--- config.mk ---
export PLATFORM = sky130hd
export DESIGN_NAME = lsu_byte_seq
export DESIGN_NICKNAME = d
export VERILOG_FILES = /design/src/rtl/riscv_lsu_pkg.sv /design/src/rtl/lsu_load_ext.sv /design/src/rtl/lsu_byte_seq.sv
export SDC_FILE = /design/constraint.sdc
export NUM_CORES = 1
export LEC_CHECK = 0
export CAP_MARGIN = 20
export CORE_AREA = 4 4 118 120
export CTS_CLUSTER_SIZE = 16
export DETAILED_ROUTE_END_ITERATION = 6
export DIE_AREA = 0 0 122 124
export PLACE_DENSITY = 0.8
export RECOVER_POWER = 100
export SLEW_MARGIN = 20
export SYNTH_ARGS = -nofsm -noshare
export SYNTH_HDL_FRONTEND = slang
export SYNTH_SLANG_ARGS = --single-unit
--- constraint.sdc ---
create_clock -name clk -period 9 [get_ports clk]
set_input_delay 0.9 -clock clk [delete_from_list [all_inputs] [get_ports clk]]
set_output_delay 0.9 -clock clk [all_outputs]
set_load 0.01 [all_outputs]
--- src/rtl/riscv_lsu_pkg.sv ---
// Shared load/store definitions: funct3 encodings, sequencer states and the
// funct3-to-beat-count mapping.
package riscv_lsu_pkg;

    localparam logic [2:0] F3_B  = 3'b000;
    localparam logic [2:0] F3_H  = 3'b001;
    localparam logic [2:0] F3_W  = 3'b010;
    localparam logic [2:0] F3_BU = 3'b100;
    localparam logic [2:0] F3_HU = 3'b101;

    typedef enum logic [1:0] {
        IDLE,
        BEAT,
        RESP
    } state_t;

    // Number of byte beats for an access size; 0 flags the reserved size 11.
    function automatic logic [2:0] size_from_funct3(input logic [2:0] funct3);
        case (funct3[1:0])
            2'b00:   return 3'd1;
            2'b01:   return 3'd2;
            2'b10:   return 3'd4;
            default: return 3'd0;
        endcase
    endfunction

endpackage

--- src/rtl/lsu_load_ext.sv ---
// Sign/zero extension of an assembled little-endian load word by funct3.
// Purely combinational so the core's forwarding path can share it.
module lsu_load_ext
    import riscv_lsu_pkg::*;
(
    input  logic [2:0]  funct3,
    input  logic [31:0] raw,
    output logic [31:0] ext
);

    always_comb begin
        case (funct3)
            F3_B:    ext = {{24{raw[7]}}, raw[7:0]};
            F3_H:    ext = {{16{raw[15]}}, raw[15:0]};
            F3_BU:   ext = {24'h0, raw[7:0]};
            F3_HU:   ext = {16'h0, raw[15:0]};
            default: ext = raw;
        endcase
    end

endmodule

--- src/rtl/lsu_byte_seq.sv ---
// Load/store sequencer: splits one RV32I access into 1/2/4 little-endian byte
// beats on a byte-wide memory and returns one registered completion pulse.
module lsu_byte_seq
    import riscv_lsu_pkg::*;
#(
    parameter int ADDR_W = 8
) (
    input  logic              clk,
    input  logic              rst_n,
    input  logic              req_valid,
    output logic              req_ready,
    input  logic              req_write,
    input  logic [2:0]        req_funct3,
    input  logic [31:0]       req_addr,
    input  logic [31:0]       req_wdata,
    output logic              resp_valid,
    output logic [31:0]       resp_rdata,
    output logic              resp_err,
    output logic              mem_read,
    output logic              mem_write,
    output logic [ADDR_W-1:0] mem_addr,
    output logic [7:0]        mem_wdata,
    input  logic [7:0]        mem_rdata
);

    state_t            state;
    logic              write_q;
    logic [2:0]        funct3_q;
    logic [ADDR_W-1:0] base_q;
    logic [31:0]       wdata_q;
    logic [2:0]        beats_q;
    logic [1:0]        k;
    logic [31:0]       asm_q;

    logic [2:0]        req_beats;
    logic              req_illegal;
    logic [1:0]        k_next;
    logic              last_beat;
    logic [31:0]       asm_next;
    logic [31:0]       ext_data;
    logic              unused_addr_bits;

    assign unused_addr_bits = ^req_addr[31:ADDR_W];

    assign req_beats = size_from_funct3(req_funct3);

    always_comb begin
        req_illegal = (req_beats == 3'd0)
                   || (req_write && req_funct3[2])
                   || ((req_funct3[1:0] == 2'b01) && req_addr[0])
                   || ((req_funct3[1:0] == 2'b10) && (req_addr[1:0] != 2'b00));
    end

    assign k_next    = k + 2'd1;
    assign last_beat = ({1'b0, k} == (beats_q - 3'd1));

    // Current read byte merged into its lane so the final beat can respond
    // in the same edge that captures it.
    always_comb begin
        asm_next = asm_q;
        if (!write_q) begin
            asm_next[{k, 3'b000} +: 8] = mem_rdata;
        end
    end

    lsu_load_ext u_load_ext (
        .funct3 (funct3_q),
        .raw    (asm_next),
        .ext    (ext_data)
    );

    always_ff @(posedge clk or negedge rst_n) begin
        if (!rst_n) begin
            state      <= IDLE;
            req_ready  <= 1'b1;
            resp_valid <= 1'b0;
            resp_rdata <= 32'h0;
            resp_err   <= 1'b0;
            mem_read   <= 1'b0;
            mem_write  <= 1'b0;
            mem_addr   <= '0;
            mem_wdata  <= 8'h0;
            write_q    <= 1'b0;
            funct3_q   <= 3'h0;
            base_q     <= '0;
            wdata_q    <= 32'h0;
            beats_q    <= 3'h0;
            k          <= 2'h0;
            asm_q      <= 32'h0;
        end else begin
            case (state)
                IDLE: begin
                    if (req_valid) begin
                        write_q   <= req_write;
                        funct3_q  <= req_funct3;
                        base_q    <= req_addr[ADDR_W-1:0];
                        wdata_q   <= req_wdata;
                        beats_q   <= req_beats;
                        k         <= 2'h0;
                        req_ready <= 1'b0;
                        if (req_illegal) begin
                            state      <= RESP;
                            resp_valid <= 1'b1;
                            resp_err   <= 1'b1;
                            resp_rdata <= 32'h0;
                        end else begin
                            // First beat's strobes are set up here so they are registered.
                            state     <= BEAT;
                            mem_read  <= !req_write;
                            mem_write <= req_write;
                            mem_addr  <= req_addr[ADDR_W-1:0];
                            mem_wdata <= req_wdata[7:0];
                        end
                    end
                end
                BEAT: begin
                    k     <= k_next;
                    asm_q <= asm_next;
                    if (last_beat) begin
                        state      <= RESP;
                        mem_read   <= 1'b0;
                        mem_write  <= 1'b0;
                        resp_valid <= 1'b1;
                        resp_err   <= 1'b0;
                        resp_rdata <= write_q ? 32'h0 : ext_data;
                    end else begin
                        mem_addr  <= base_q + ADDR_W'(k_next);
                        mem_wdata <= wdata_q[{k_next, 3'b000} +: 8];
                    end
                end
                RESP: begin
                    state      <= IDLE;
                    resp_valid <= 1'b0;
                    req_ready  <= 1'b1;
                end
                default: begin
                    state <= IDLE;
                end
            endcase
        end
    end

endmodule

## Word level (Yosys, flattened, before mapping)

Cells that the tools add are included.

- Bitwise operators: 0
- Reduce and logical (&&, ||, !) cells: 23
- Equality and inequality tests: 13
- Divide/modulo/power cells: 0
- Order comparisons: 0
- Muxes and demuxes: 37
- Shift-type cells: 3
- $add $sub $neg: 4
- Multiply operators: 0

Operators by type and width:

| cell | number |
|---|---|
| two-way mux 32 bit | 5 |
| case mux 32 bit (4 select lines) | 1 |
| case mux 32 bit (2 select lines) | 1 |
| two-way mux 8 bit | 6 |
| bitwise mux 32 bit | 1 |
| case mux 8 bit (2 select lines) | 2 |
| variable shift 8 x 7 -> 32 bit, first input constant | 1 |
| indexed part select 32 x 6 -> 8 bit | 1 |
| indexed part select 8 x 7 -> 32 bit | 1 |
| AND reduction 4 bit | 4 |
| != test 2 bit, second input constant | 5 |
| two-way mux 1 bit | 9 |
| case mux 3 bit (3 select lines) | 1 |
| adder 8 x 2 -> 8 bit | 1 |
| two-way mux 2 bit | 4 |
| case mux 1 bit (2 select lines) | 4 |
| case mux 2 bit (2 select lines) | 2 |
| AND reduction 2 bit | 4 |
| negation 5 -> 7 bit | 1 |
| == test 3 bit, second input constant | 2 |
| logical NOT 3 bit | 2 |
| nonzero test 2 bit | 3 |
| == test 2 x 1 -> 1 bit, second input constant | 2 |
| == test 2 bit, second input constant | 2 |
| other kinds (10) | 15 |

- Latch bits: 0
- Bits in read-only memories: 0
- Bits in writable memories: 0
- Memories: 0
- Register bits after elaboration: 136

## Depth between registers and ports, before layout

- Depth in word-level cells: 9
- Mapped depth: 11
- Gate-level depth less buffers: 8

## By module

Synthesis repeated with hierarchy kept, for this count alone.

- Cell total of the unflattened synthesis: 658
- Area total of the unflattened synthesis: 6601.3 µm²

Modules (own cells, without submodules):

| module | instances | cells an instance | area each (µm²) |
|---|---|---|---|
| lsu_byte_seq | 1 | 591 | 6246.0 |
| lsu_load_ext | 1 | 67 | 355.3 |

## Least setup slack after synthesis

OpenSTA, ideal clock, no wires.

- Path kind: register to register
- From: register k[0]
- To: register resp_rdata[10]
- Cell stages (with the launch flop): 10
- Library setup time: 66 ps
- Path buffers: 2
- Setup slack: 6035 ps
- Period minus slack after synthesis: 2965 ps
- Arrival: 2900 ps
- Path through: dfrtp_1 > buf_6 > clkbuf_1 > inv_1 > ha_1 > nor4b_4 > a22oi_1 > or4_1 > o21ai_0 > a22o_1

- Word-level cells in the longest chain between the ends: 8

RTL lines:

| what | RTL line | text |
|---|---|---|
| start, declared | lsu_byte_seq.sv:32 | `logic [1:0] k;` |
| start signal, assigned | lsu_byte_seq.sv:117 | `k <= k_next;` |
| negation 5 -> 7 bit | lsu_byte_seq.sv:62 | `asm_next[{k, 3'b000} +: 8] = mem_rdata;` |
| indexed part select 8 x 7 -> 32 bit or variable shift 8 x 7 -> 32 bit (tied branches) | lsu_byte_seq.sv:62 |  |
| bitwise mux 32 bit | lsu_byte_seq.sv:62 |  |
| two-way mux 32 bit | lsu_byte_seq.sv:61 | `if (!write_q) begin` |
| case mux 32 bit (4 select lines) | lsu_load_ext.sv:12 | `case (funct3)` |
| two-way mux 32 bit | lsu_byte_seq.sv:125 | `resp_rdata <= write_q ? 32'h0 : ext_data;` |
| two-way mux 32 bit | lsu_byte_seq.sv:119 | `if (last_beat) begin` |
| case mux 32 bit (2 select lines) | lsu_byte_seq.sv:91 | `case (state)` |
| end signal, assigned | lsu_byte_seq.sv:125 |  |
| end, declared | lsu_byte_seq.sv:17 | `output logic [31:0] resp_rdata,` |

Several ways; a longest one is shown, not always the timed one. The select of a mux whose other input is x is not followed.
A chain may end at the register's enable or synchronous reset.

## Worst setup path after layout

- From: register k[0]
- To: register resp_rdata[29]

The elaborated chain is that of the path after synthesis.

==> metrics.yaml <==
status: "complete, but fails checks"
failed_checks: "max-capacitance violations, max-slew violations"
fin_skew_ps: 7.592
gp_congestion: 0.8391
clockBufferDepth: 2
mostFrequentLayoutCell: "nand2_1"
avgSynthCellArea_sq_um: 9.948
tritoncts: "built"
cp-start-kind: "register"
yosys_warnings: 0
crit_type: "register to register"
setup_viol: 0
slew_viol_final: 116
clkSinkCount: 136
synth.yosys.seq_area_share: 0.5424
syn_to_final_growth_pct: 26.79
ys.flop_type: "dfrtp_1"
cap_violations: 3
ys_seq_elements: 136
ir_worst_vdd_mv: 0.1543
grt_max_degree: 92
vias_per_cell: 5.513
grt_pass1_wl_mm: 25.67
cts_resized: 0
antenna_cells: 0
port_buffers: 107
first_pass_iters: 5
p_leak_nw: 3.699
worstReg2RegEnd: "resp_rdata[29]"
hold_buffers: 0
antenna_found_initial: 1
hold_viol: 0
min-delay-start: "wdata_q[26]"
syn_inst: 631
rrSetupSlack_ps: 4260
rows: 42
finalPower_w: 0.002697
grt-ovfl-total: 0
hold_end: "wdata_q[26]"
postCtsSetupBuffers: 0
dpl.cell_count: 877
synth_area_sq_um: 6277
crit_arrival_ps: 5070
ant_nets: 0
hold_depth: 2
r2r_cells: 7
worstSkewPairLatency_ps: 410
drt_wl_total_mm: 15.46
die_w_um: 122
wl_per_cell_um: 16.99
finalCriticalPeriod_ps: 4743
numCtsBuffers: 17
die_y_um: 124
hold_path.class: "register to register"
initial_core_util: 0.4836
ys_types: 47
timing.rr.start: "k[0]"
place_area_sq_um: 7428
gr-usage-all-layers: 0.2179
setup_tns_ps: 0
h-tree-depth: 4
required_ps: 9320
cp_max_fo: 17
fmax_mhz: 210.8
grt_pass1_vias: 5141
vias: 5017
fin_cells: 910
drive_gt1_frac: 0.08038
critPathCaptureType: "register"
tightest_slew_ps: 2323
utilization: 0.6132
nNetsFinal: 809
synth_edf_count: 0
fp.dieArea_sq_um: 15130
ctsRootBufferMaster: "clkbuf_16"
dpl.hpwl_mm: 10.23
relSlewSlack: -0.5487
num_io_pins: 132
drt_iter0_drc: 347
final_cell_mix: "nand2_1, dfrtp_1, dlygate4sd3_1, clkdlybuf4s50_1, o21ai_0"
ys_async_sr_fraction: 1.000
drc: 0
finalCritPeriodShare: 0.5270
rsz0062_at_grt: "false"
synth_nets: 719
clkTransAtPathRegs_ps: 60
fin_area_sq_um: 7959
pwr_density_cell_nw_per_um2: 338.9
core_area_sq_um: 12980
==> worst max path at each step <==
stage | startpoint | end | slack [ps] | cells past startpoint
2_1_floorplan | k[0] | resp_rdata[10] | 6030 | 9
3_3_place_gp | k[0] | resp_rdata[8] | 5410 | 7
3_5_place_dp | k[0] | resp_rdata[10] | 5220 | 7
4_1_cts | k[0] | resp_rdata[10] | 5240 | 7
5_1_grt | k[0] | resp_rdata[31] | 3550 | 7
6_report | k[0] | resp_rdata[29] | 4260 | 7
==> cell type report <==
| class | count | area, sq um |
|---|---|---|
| Timing Repair Buffer | 113 | 1102 |
| Inverter | 9 | 33.78 |
| Fill cell | 1064 | 5021 |
| Sequential cell | 136 | 3405 |
| Tap cell | 176 | 220.2 |
| Clock inverter | 12 | 198.9 |
| Clock buffer | 20 | 436.7 |
| Multi-Input combinational cell | 444 | 2562 |
==> cell usage after synthesis, drive strengths merged, types with 2 or more instances <==
library cell | n | area share
clkbuf | 33 | 0.020
and2 | 3 | 0.0030
xnor2 | 7 | 0.0098
nor2b | 4 | 0.0040
dfrtp | 135 | 0.54
o31ai | 3 | 0.0036
inv | 9 | 0.0054
nand2 | 221 | 0.13
buf | 8 | 0.0080
ha | 8 | 0.016
a22oi | 17 | 0.020
nor3 | 4 | 0.0040
o2bb2ai | 24 | 0.043
or2 | 3 | 0.0030
xor2 | 2 | 0.0028
mux2 | 7 | 0.013
mux4 | 8 | 0.029
a31oi | 10 | 0.010
a22o | 24 | 0.033
nor2 | 15 | 0.0090
o21ai | 36 | 0.029
nand3 | 5 | 0.0040
nand2b | 8 | 0.0080
a21oi | 21 | 0.017
==> registers in the layout (all words and copies together), names as in the netlist <==
register	count
funct3_q	3
asm_q	32
mem_addr	8
resp_valid	1
state	2
resp_err	1
write_q	1
mem_wdata	8
resp_rdata	32
base_q	8
mem_write	1
req_ready	1
mem_read	1
k	2
beats_q	3
wdata_q	32
==> per-stage QoR <==
| stage | hold slack [ps] | worst slack (ps) |
|---|---|---|
| final | 473.1 | 4257 |
| after floorplan | 440.3 | 6035 |
| after CTS | 475.5 | 5236 |
| after global routing | 491.1 | 3550 |
| after global placement | 452.3 | 5410 |
| after detailed placement | 459.9 | 5221 |
==> cells by family after synthesis <==
group	share of synthesized area
AO/OA/AOI/OAI	0.1652
adder cells (fa/ha/maj)	0.01914
AND/OR/NAND/NOR	0.1830
flip-flops	0.5424
XOR/XNOR	0.01256
multiplexers	0.04285
buffers and inverters	0.03488
==> report_power, final <==
| part | total, W | internal, W | leakage, nW | switching [W] |
|---|---|---|---|---|
| sequential | 0.00102 | 0.000835 | 1.75 | 0.000180 |
| clock | 0.000749 | 0.000492 | 0.308 | 0.000257 |
| combinational | 0.000933 | 0.000423 | 1.64 | 0.000511 |
| total | 0.00270 | 0.00175 | 3.70 | 0.000948 |
==> worst max-delay path, stage by stage, from the launching register on <==
cell and delay, ps:
dfrtp_1 900, inv_1 240, ha_1 630, nor4b_1 1260, a22oi_1 340, a221oi_1 490, nand2_1 490, o2bb2ai_1 290
==> routing by layer <==
layer / wire [um] / GRT usage / vias to the layer above
li1: - / - / 2343
met4: 264 / 0.07633 / 2
met2: 7690 / 0.3619 / 200
met5: 7 / 0 / -
met3: 1199 / 0.07084 / 29
met1: 6297 / 0.2697 / 2443
No activity file was read; power rests on OpenSTA's default activity.
